===== src/rtl/decode_stage_if.sv =====
// rtl/decode_stage_if.sv - instruction, write-back and ALU-side signal bundle for decode_stage
//
// Signals
//   instr_valid/instr/instr_ready : upstream instruction handshake
//   wb_en/wb_addr/wb_data         : register-file write port from write-back
//   ex_valid/ex_ready             : handshake toward the ALU stage
//   opcode..rd_addr               : decoded fields presented with ex_valid
// Modports
//   master : the side that feeds instructions/write-backs and consumes operands
//   slave  : the decode stage itself
interface decode_stage_if;
    logic        instr_valid;
    logic [31:0] instr;
    logic        instr_ready;

    logic        wb_en;
    logic [4:0]  wb_addr;
    logic [31:0] wb_data;

    logic        ex_valid;
    logic        ex_ready;
    logic [5:0]  opcode;
    logic [31:0] rs_content;
    logic [31:0] rt_content;
    logic [4:0]  shamt;
    logic [5:0]  ALU_control;
    logic [15:0] immediate;
    logic [4:0]  rd_addr;

    modport master (
        output instr_valid, instr, wb_en, wb_addr, wb_data, ex_ready,
        input  instr_ready, ex_valid, opcode, rs_content, rt_content,
               shamt, ALU_control, immediate, rd_addr
    );

    modport slave (
        input  instr_valid, instr, wb_en, wb_addr, wb_data, ex_ready,
        output instr_ready, ex_valid, opcode, rs_content, rt_content,
               shamt, ALU_control, immediate, rd_addr
    );
endinterface


===== src/rtl/decode_stage.sv =====
// rtl/decode_stage.sv - MIPS decode stage: register file, operand capture, field decode
//
// Parameters
//   FWD_EN : 1 = a write-back on the capture edge is bypassed into the captured operands
// Ports
//   clk    : single clock, rising edge
//   rst_n  : asynchronous active-low reset
//   bus    : decode_stage_if.slave (instruction in, write-back in, operands out)
module decode_stage #(
    parameter bit FWD_EN = 1'b1
) (
    input  logic            clk,
    input  logic            rst_n,
    decode_stage_if.slave   bus
);

    localparam logic [5:0] OP_RTYPE = 6'b000000;
    localparam logic [5:0] OP_BEQ   = 6'b000100;
    localparam logic [5:0] OP_BNE   = 6'b000101;
    localparam logic [5:0] OP_SW    = 6'b101011;

    // Register file. Entry 0 is reset to zero and never written, so a read
    // of index 0 naturally returns 0.
    logic [31:0] rf [0:31];

    // Held output stage
    logic        ex_valid_q;
    logic [5:0]  opcode_q;
    logic [31:0] rs_q;
    logic [31:0] rt_q;
    logic [4:0]  shamt_q;
    logic [5:0]  alu_ctl_q;
    logic [15:0] imm_q;
    logic [4:0]  rd_q;

    // Combinational decode of the incoming word
    logic [5:0]  in_op;
    logic [4:0]  in_rs;
    logic [4:0]  in_rt;
    logic [4:0]  in_rd;
    logic        in_rtype;
    logic [31:0] rs_rf;
    logic [31:0] rt_rf;
    logic        fwd_rs;
    logic        fwd_rt;
    logic [31:0] rs_cap;
    logic [31:0] rt_cap;
    logic [4:0]  shamt_cap;
    logic [5:0]  alu_ctl_cap;
    logic [4:0]  rd_cap;
    logic        wb_write;
    logic        accept;

    assign in_op    = bus.instr[31:26];
    assign in_rs    = bus.instr[25:21];
    assign in_rt    = bus.instr[20:16];
    assign in_rd    = bus.instr[15:11];
    assign in_rtype = (in_op == OP_RTYPE);

    assign wb_write = bus.wb_en && (bus.wb_addr != 5'd0);

    // A stalled operand bundle blocks new instructions; a consumed one frees
    // the slot on the same edge, giving one instruction per cycle.
    assign bus.instr_ready = !ex_valid_q || bus.ex_ready;
    assign accept          = bus.instr_valid && bus.instr_ready;

    always_comb begin
        rs_rf = rf[in_rs];
        rt_rf = rf[in_rt];
    end

    // Bypass only real writes; index 0 is never bypassed since its write is dropped.
    assign fwd_rs = FWD_EN && wb_write && (bus.wb_addr == in_rs);
    assign fwd_rt = FWD_EN && wb_write && (bus.wb_addr == in_rt);
    assign rs_cap = fwd_rs ? bus.wb_data : rs_rf;
    assign rt_cap = fwd_rt ? bus.wb_data : rt_rf;

    assign shamt_cap   = in_rtype ? bus.instr[10:6] : 5'd0;
    assign alu_ctl_cap = in_rtype ? bus.instr[5:0]  : 6'd0;

    // Branches and stores write no register, so they carry destination 0.
    always_comb begin
        rd_cap = in_rt;
        case (in_op)
            OP_RTYPE:              rd_cap = in_rd;
            OP_BEQ, OP_BNE, OP_SW: rd_cap = 5'd0;
            default:               rd_cap = in_rt;
        endcase
    end

    always_ff @(posedge clk or negedge rst_n) begin
        if (!rst_n) begin
            for (int i = 0; i < 32; i++) begin
                rf[i] <= '0;
            end
        end else if (wb_write) begin
            rf[bus.wb_addr] <= bus.wb_data;
        end
    end

    // Data fields only change on accept; a drain without a new instruction
    // just clears ex_valid and leaves the last operands visible.
    always_ff @(posedge clk or negedge rst_n) begin
        if (!rst_n) begin
            ex_valid_q <= 1'b0;
            opcode_q   <= '0;
            rs_q       <= '0;
            rt_q       <= '0;
            shamt_q    <= '0;
            alu_ctl_q  <= '0;
            imm_q      <= '0;
            rd_q       <= '0;
        end else if (accept) begin
            ex_valid_q <= 1'b1;
            opcode_q   <= in_op;
            rs_q       <= rs_cap;
            rt_q       <= rt_cap;
            shamt_q    <= shamt_cap;
            alu_ctl_q  <= alu_ctl_cap;
            imm_q      <= bus.instr[15:0];
            rd_q       <= rd_cap;
        end else if (bus.ex_ready) begin
            ex_valid_q <= 1'b0;
        end
    end

    assign bus.ex_valid    = ex_valid_q;
    assign bus.opcode      = opcode_q;
    assign bus.rs_content  = rs_q;
    assign bus.rt_content  = rt_q;
    assign bus.shamt       = shamt_q;
    assign bus.ALU_control = alu_ctl_q;
    assign bus.immediate   = imm_q;
    assign bus.rd_addr     = rd_q;

endmodule


===== src/flat_wrapper.sv =====
// flat-port wrapper written by rule: the top's interface ports become plain ports
module decode_stage_flat 
#(
    parameter bit FWD_EN = 1'b1
)
  (clk, rst_n, bus_instr_valid, bus_instr, bus_wb_en, bus_wb_addr, bus_wb_data, bus_ex_ready, bus_instr_ready, bus_ex_valid, bus_opcode, bus_rs_content, bus_rt_content, bus_shamt, bus_ALU_control, bus_immediate, bus_rd_addr);
  decode_stage_if bus_i ();
  input  logic clk;
  input  logic rst_n;
  input wire logic [$bits(bus_i.instr_valid)-1:0] bus_instr_valid;
  input wire logic [$bits(bus_i.instr)-1:0] bus_instr;
  input wire logic [$bits(bus_i.wb_en)-1:0] bus_wb_en;
  input wire logic [$bits(bus_i.wb_addr)-1:0] bus_wb_addr;
  input wire logic [$bits(bus_i.wb_data)-1:0] bus_wb_data;
  input wire logic [$bits(bus_i.ex_ready)-1:0] bus_ex_ready;
  output wire logic [$bits(bus_i.instr_ready)-1:0] bus_instr_ready;
  output wire logic [$bits(bus_i.ex_valid)-1:0] bus_ex_valid;
  output wire logic [$bits(bus_i.opcode)-1:0] bus_opcode;
  output wire logic [$bits(bus_i.rs_content)-1:0] bus_rs_content;
  output wire logic [$bits(bus_i.rt_content)-1:0] bus_rt_content;
  output wire logic [$bits(bus_i.shamt)-1:0] bus_shamt;
  output wire logic [$bits(bus_i.ALU_control)-1:0] bus_ALU_control;
  output wire logic [$bits(bus_i.immediate)-1:0] bus_immediate;
  output wire logic [$bits(bus_i.rd_addr)-1:0] bus_rd_addr;
  assign bus_i.instr_valid = bus_instr_valid;
  assign bus_i.instr = bus_instr;
  assign bus_i.wb_en = bus_wb_en;
  assign bus_i.wb_addr = bus_wb_addr;
  assign bus_i.wb_data = bus_wb_data;
  assign bus_i.ex_ready = bus_ex_ready;
  assign bus_instr_ready = bus_i.instr_ready;
  assign bus_ex_valid = bus_i.ex_valid;
  assign bus_opcode = bus_i.opcode;
  assign bus_rs_content = bus_i.rs_content;
  assign bus_rt_content = bus_i.rt_content;
  assign bus_shamt = bus_i.shamt;
  assign bus_ALU_control = bus_i.ALU_control;
  assign bus_immediate = bus_i.immediate;
  assign bus_rd_addr = bus_i.rd_addr;
  decode_stage #(.FWD_EN(FWD_EN)) u_core (.clk(clk), .rst_n(rst_n), .bus(bus_i));
endmodule

===== config.mk =====
export PLATFORM = sky130hd
export DESIGN_NAME = decode_stage_flat
export DESIGN_NICKNAME = d
export VERILOG_FILES = /design/src/rtl/decode_stage_if.sv /design/src/rtl/decode_stage.sv /design/src/flat_wrapper.sv
export SDC_FILE = /design/constraint.sdc
export NUM_CORES = 2
export LEC_CHECK = 0
export CAP_MARGIN = 40
export CORE_MARGIN = 1.5
export CORE_UTILIZATION = 45
export DETAILED_ROUTE_END_ITERATION = 8
export GPL_ROUTABILITY_DRIVEN = 0
export GPL_TIMING_DRIVEN = 0
export SLEW_MARGIN = 40
export SYNTH_ARGS = -nofsm -noshare
export SYNTH_HDL_FRONTEND = slang
export SYNTH_SLANG_ARGS = --single-unit

===== constraint.sdc =====
create_clock -name clk -period 4.15 [get_ports clk]
set_clock_uncertainty 0.1 [all_clocks]
set_input_delay 0.6225 -clock clk [delete_from_list [all_inputs] [get_ports clk]]
set_output_delay 0.6225 -clock clk [all_outputs]
set_load 0.01 [all_outputs]

; ---- Word-level counts from Yosys, hierarchy flattened
; Index checks and enable logic that the tools add are counted.
[totals]
register_bits = 1127
inputBits = 74
out_inout_bits = 104
elab_cells = 79
[op_classes]
n_lt_le_gt_ge = 4
eq_ne = 5
muxes = 16
bitwise_logic = 3
reduce_logical = 11
[ops]
columns = op, count
row1 = $bwmux 1024, 1
row2 = $bmux 32 s5, 2
row3 = $mux 32, 7
row4 = $demux 32 s5, 1
row5 = $ge 6x6->1 const B, 3
row6 = $not 5->6, 3
row7 = $eq 6x3->1 const B, 2
row8 = $eq 5x5->1, 2
row9 = $pmux 5 s2, 1
row10 = $eq 6x6->1 const B, 1
row11 = $logic_not 6->1, 1
row12 = $lt 6x1->1 const B, 1
row13 = $mux 6, 1
row14 = $logic_and 1x1->1, 5
row15 = $mux 5, 1
row16 = $reduce_bool 5->1, 1
row17 = $reduce_or 3->1, 1
row18 = $mux 1, 2
row19 = $reduce_bool 2->1, 1
row20 = $logic_not 1->1, 1
row21 = $logic_or 1x1->1, 1

; ---- Depth between registers and ports, before layout
[depth]
depth_word = 6
mapped_depth = 10
ltp_nobuf = 5

; ---- Worst setup path before layout
; OpenSTA, ideal clock, no wires.
[synth_path]
path_type = in2reg
start = input port bus_instr[16]
end = register u_core.rt_q[7], in the netlist u_core.bus.rt_content[7]
setup_ps = 124
arrival_time_ps = 2276
required_time_ps = 3926
path_slack_ps = 1650
stages = 8
n_path_buf = 4
path_cell_list = buf_4 > buf_6 > buf_6 > buf_6 > mux4_2 > a32oi_1 > o21ai_0 > a211o_1
[synth_between]
elab_chain_len = 5
word_cells_on_any_way = 7
classes_between = eq/ne (1) / mux (4) / bitwise (1) / reduce/logical (1)
[synth_lines]
columns = element, line_no
row1 = start: declaration, flat_wrapper.sv:11  ; input wire logic [$bits(bus_i.instr)-1:0] bus_instr;
row2 = $not 5->6 (implied by the code), decode_stage.sv:69  ; rt_rf = rf[in_rt];
row3 = $bmux 32 s5, decode_stage.sv:69
row4 = $mux 32 (implied by the code) (2 in series), decode_stage.sv:69
row5 = $mux 32 (*), decode_stage.sv:76  ; assign rt_cap = fwd_rt ? bus.wb_data : rt_rf;
row6 = end signal: assignment, decode_stage.sv:117  ; rt_q <= rt_cap;
row7 = end: declaration, decode_stage.sv:30  ; logic [31:0] rt_q;
; Mark *: on every way between the ends. The rest lies on a longest branch, timed or not. The select of a mux whose other input is x is not followed.
; A chain may end at the register's enable or synchronous reset.

; ---- Worst setup path after layout
[layout_path]
start = input port bus_instr[19]
end = register u_core.rt_q[18], in the netlist u_core.bus.rt_content[18]
; Same word-level chain as after synthesis.

==> flow_summary.ini <==
[global_routing]
grt_overflow = 0
grt_pass1_wl_um = 333000
grt_max_degree = 110
antenna_found_initial = 13
grtUsageTotal = 0.375
grt_pass1_vias = 40800

[timing]
finalHoldViolations = 0
relSlewSlack = 0.340
setup_viol = 0
rsz0062_at_grt = false
slew_viol_final = 0
post-route-period-util = 0.859
finalSetupTns_ns = 0
worst_slew_pin_slew_ns = 0.987
period_minus_slack_ns = 3.56
fmax_mhz = 281

[hold_path]
hold_class = input port to async pin

[floorplan]
rows = 131
dieArea_um2 = 130000
io_pins = 178
start_util = 0.452
coreArea_um2 = 127000
die_w_um = 361
die_h_um = 361

[power_and_ir_drop]
p_per_area_nw_per_um2 = 497
finalPower_mw = 33.1
ir_drop_mv = 0.479
p_leak_nw = 28.7

[clock_tree]
h-tree-depth = 4
cts_resized = 0
ctsRootBufferMaster = clkbuf_16
clock-sinks = 1127
hold_buffers = 1
clock_path_buffers = 3
path_clk_slew_ns = 0.06
numCtsBuffers = 131
cts_tree = built
worstSkewPairLatency_ns = 0.80
cts_setup_buffers = 0

[critical_path]
r2r_end = u_core.bus.rs_content[7]
cp-end-kind = flop
cp.arrival_ns = 4.17
crit_required_ns = 4.75
rr_worst_depth = 7
timing_worst_setup_path_type = input port to flop
cp-endpoint = u_core.bus.rt_content[18]
r2r_slack_ns = 0.85
worstSetupStartpointType = input port
cp_max_fo = 11
timing.rr.start = u_core.bus.ex_valid
startpoint = bus_instr[19]

[layout]
fin_util = 0.523
fin_nets = 4200
multi_input_area_um2 = 27300
syn_to_final_growth_pct = 15.7
regArea_um2 = 28200
fill_cells = 10700
drive_above_1_share = 0.477

[logic_synthesis]
ys_seq_elements = 1127
synth-main-ff-cell = dfrtp_1
ys_warn_count = 0
async_reset_ff_frac = 1.00
synthTopCellsByArea = dfrtp_1, mux4_2, mux2_2
syn_area_um2 = 57600
yosys.area.top_type = dfrtp_1
yosysTopAreaCellShare = 0.490
synthCells = 3789
ys_seq_area_frac = 0.490
synth_nets = 3863
yosysUniqueCellTypes = 59
avgSynthCellArea_um2 = 15.2
synth_edf_count = 0

[job]
maxCapViolCount = 0

[route]
via_count = 41500
drc = 0
post_drt_via_cell_ratio = 7.04
post_drt_wl_per_cell_um = 41.4
ant_nets = 0
drt_first_iter_violations = 5825
wl_um = 244000
drtPass1Iterations = 9

[run_status]
outcome = complete, no violations

[place]
portBuffers = 173
dp_hpwl_um = 160000
==> flip-flops by register name (all words and copies together), names as in the netlist, 5 cells and up <==
signal and flops:
u_core.bus.opcode 6, u_core.bus.shamt 5, u_core.bus.ALU_control 6, u_core.bus.rd_addr 5, u_core.bus.rs_content 32, u_core.bus.immediate 16, u_core.bus.rt_content 32, u_core.rf 1024
==> routing by layer <==
| layer | vias up | part of all wire | GRT usage |
|---|---|---|---|
| met5 | - | 0.00064 | 0.0148 |
| met4 | 16 | 0.071 | 0.231 |
| met3 | 767 | 0.13 | 0.148 |
| met2 | 2998 | 0.43 | 0.533 |
| met1 | 22200 | 0.37 | 0.480 |
| li1 | 15400 | - | - |
==> cell usage after synthesis (5+ instances only) <==
library cell,number
mux2_1,9
nand2_1,103
xnor2_1,5
buf_8,8
clkbuf_1,195
nor2_1,35
buf_4,34
a32oi_1,5
a22oi_1,73
buf_6,22
a221oi_1,18
xor2_1,5
dfrtp_1,1127
or4_1,48
mux2_2,983
mux4_2,503
buf_2,99
buf_1,70
nand3_1,16
nand3b_1,7
a21oi_1,8
inv_1,5
nand2b_1,8
o22ai_1,181
a211o_1,6
o21ai_0,71
o211ai_1,5
nor2b_1,8
mux2i_1,67
==> power breakdown <==
group / total [mW] / switching (mW) / internal (mW)
Sequential: 14.6 / 1.56 / 13.1
Clock: 11.7 / 4.97 / 6.76
Combinational: 6.77 / 2.89 / 3.89
Total: 33.1 / 9.42 / 23.7
==> kinds of logic after synthesis <==
group	share of synthesized area
compound gates	0.0467
xor+xnor	0.00152
buf+inv	0.0378
flops	0.490
mux	0.402
simple gates	0.0221
==> worst max-delay path: stages <==
cell and delay, ns:
clkdlybuf4s50_1 0.49, buf_2 0.65, inv_1 0.41, nand3_1 0.33
clkbuf_2 0.60, o22ai_1 0.27, or4_1 0.56, o21ai_0 0.19
==> cell type report <==
type	instances	share of cell area
antenna	6	0.000225
buffer	430	0.0345
clock buffer	191	0.0578
clock inverter	40	0.00608
inverter	6	0.000338
multi-input combinational	2226	0.409
sequential	1127	0.423
tap	1662	0.0312
timing repair buffer	204	0.0380
==> worst min path at each step <==
stage / end / depth (start not counted) / start / slack, ns
CTS: u_core.rf[515] / 2 / rst_n / 0.25
floorplan: u_core.bus.ALU_control[0] / 0 / rst_n / 0.23
detailed placement: u_core.bus.opcode[2] / 2 / u_core.bus.opcode[2] / 0.36
global placement: u_core.rf[1017] / 1 / u_core.rf[1017] / 0.36
finish: u_core.rf[226] / 2 / rst_n / 0.26
global route: u_core.rf[226] / 2 / rst_n / 0.28
==> metrics by stage <==
stage | instances | cell area (um2) | worst slack [ns] | hold WS [ns]
floorplan | 3789 | 57600 | 1.65 | 0.227
global placement | 5624 | 61400 | -50.90 | 0.357
detailed placement | 5654 | 62400 | 0.0776 | 0.362
CTS | 5886 | 66600 | 0.874 | 0.255
global route | 5888 | 66700 | 0.595 | 0.280
finish | 5892 | 66700 | 0.585 | 0.263
==> placed cells by master, fill, tap and decap left out, types with 22 or more instances in the layout <==
master	n
o22ai_1	181
mux2_2	983
clkbuf_16	136
mux2i_1	67
clkbuf_1	149
or4_1	48
buf_6	22
clkbuf_2	77
clkbuf_8	24
o21ai_0	71
buf_4	35
clkdlybuf4s50_1	172
buf_16	28
a22oi_1	73
nand2_1	103
mux4_2	503
buf_1	30
buf_2	140
clkinv_2	22
nor2_1	34
dfrtp_1	1127
(Power assumes the default switching activity.)
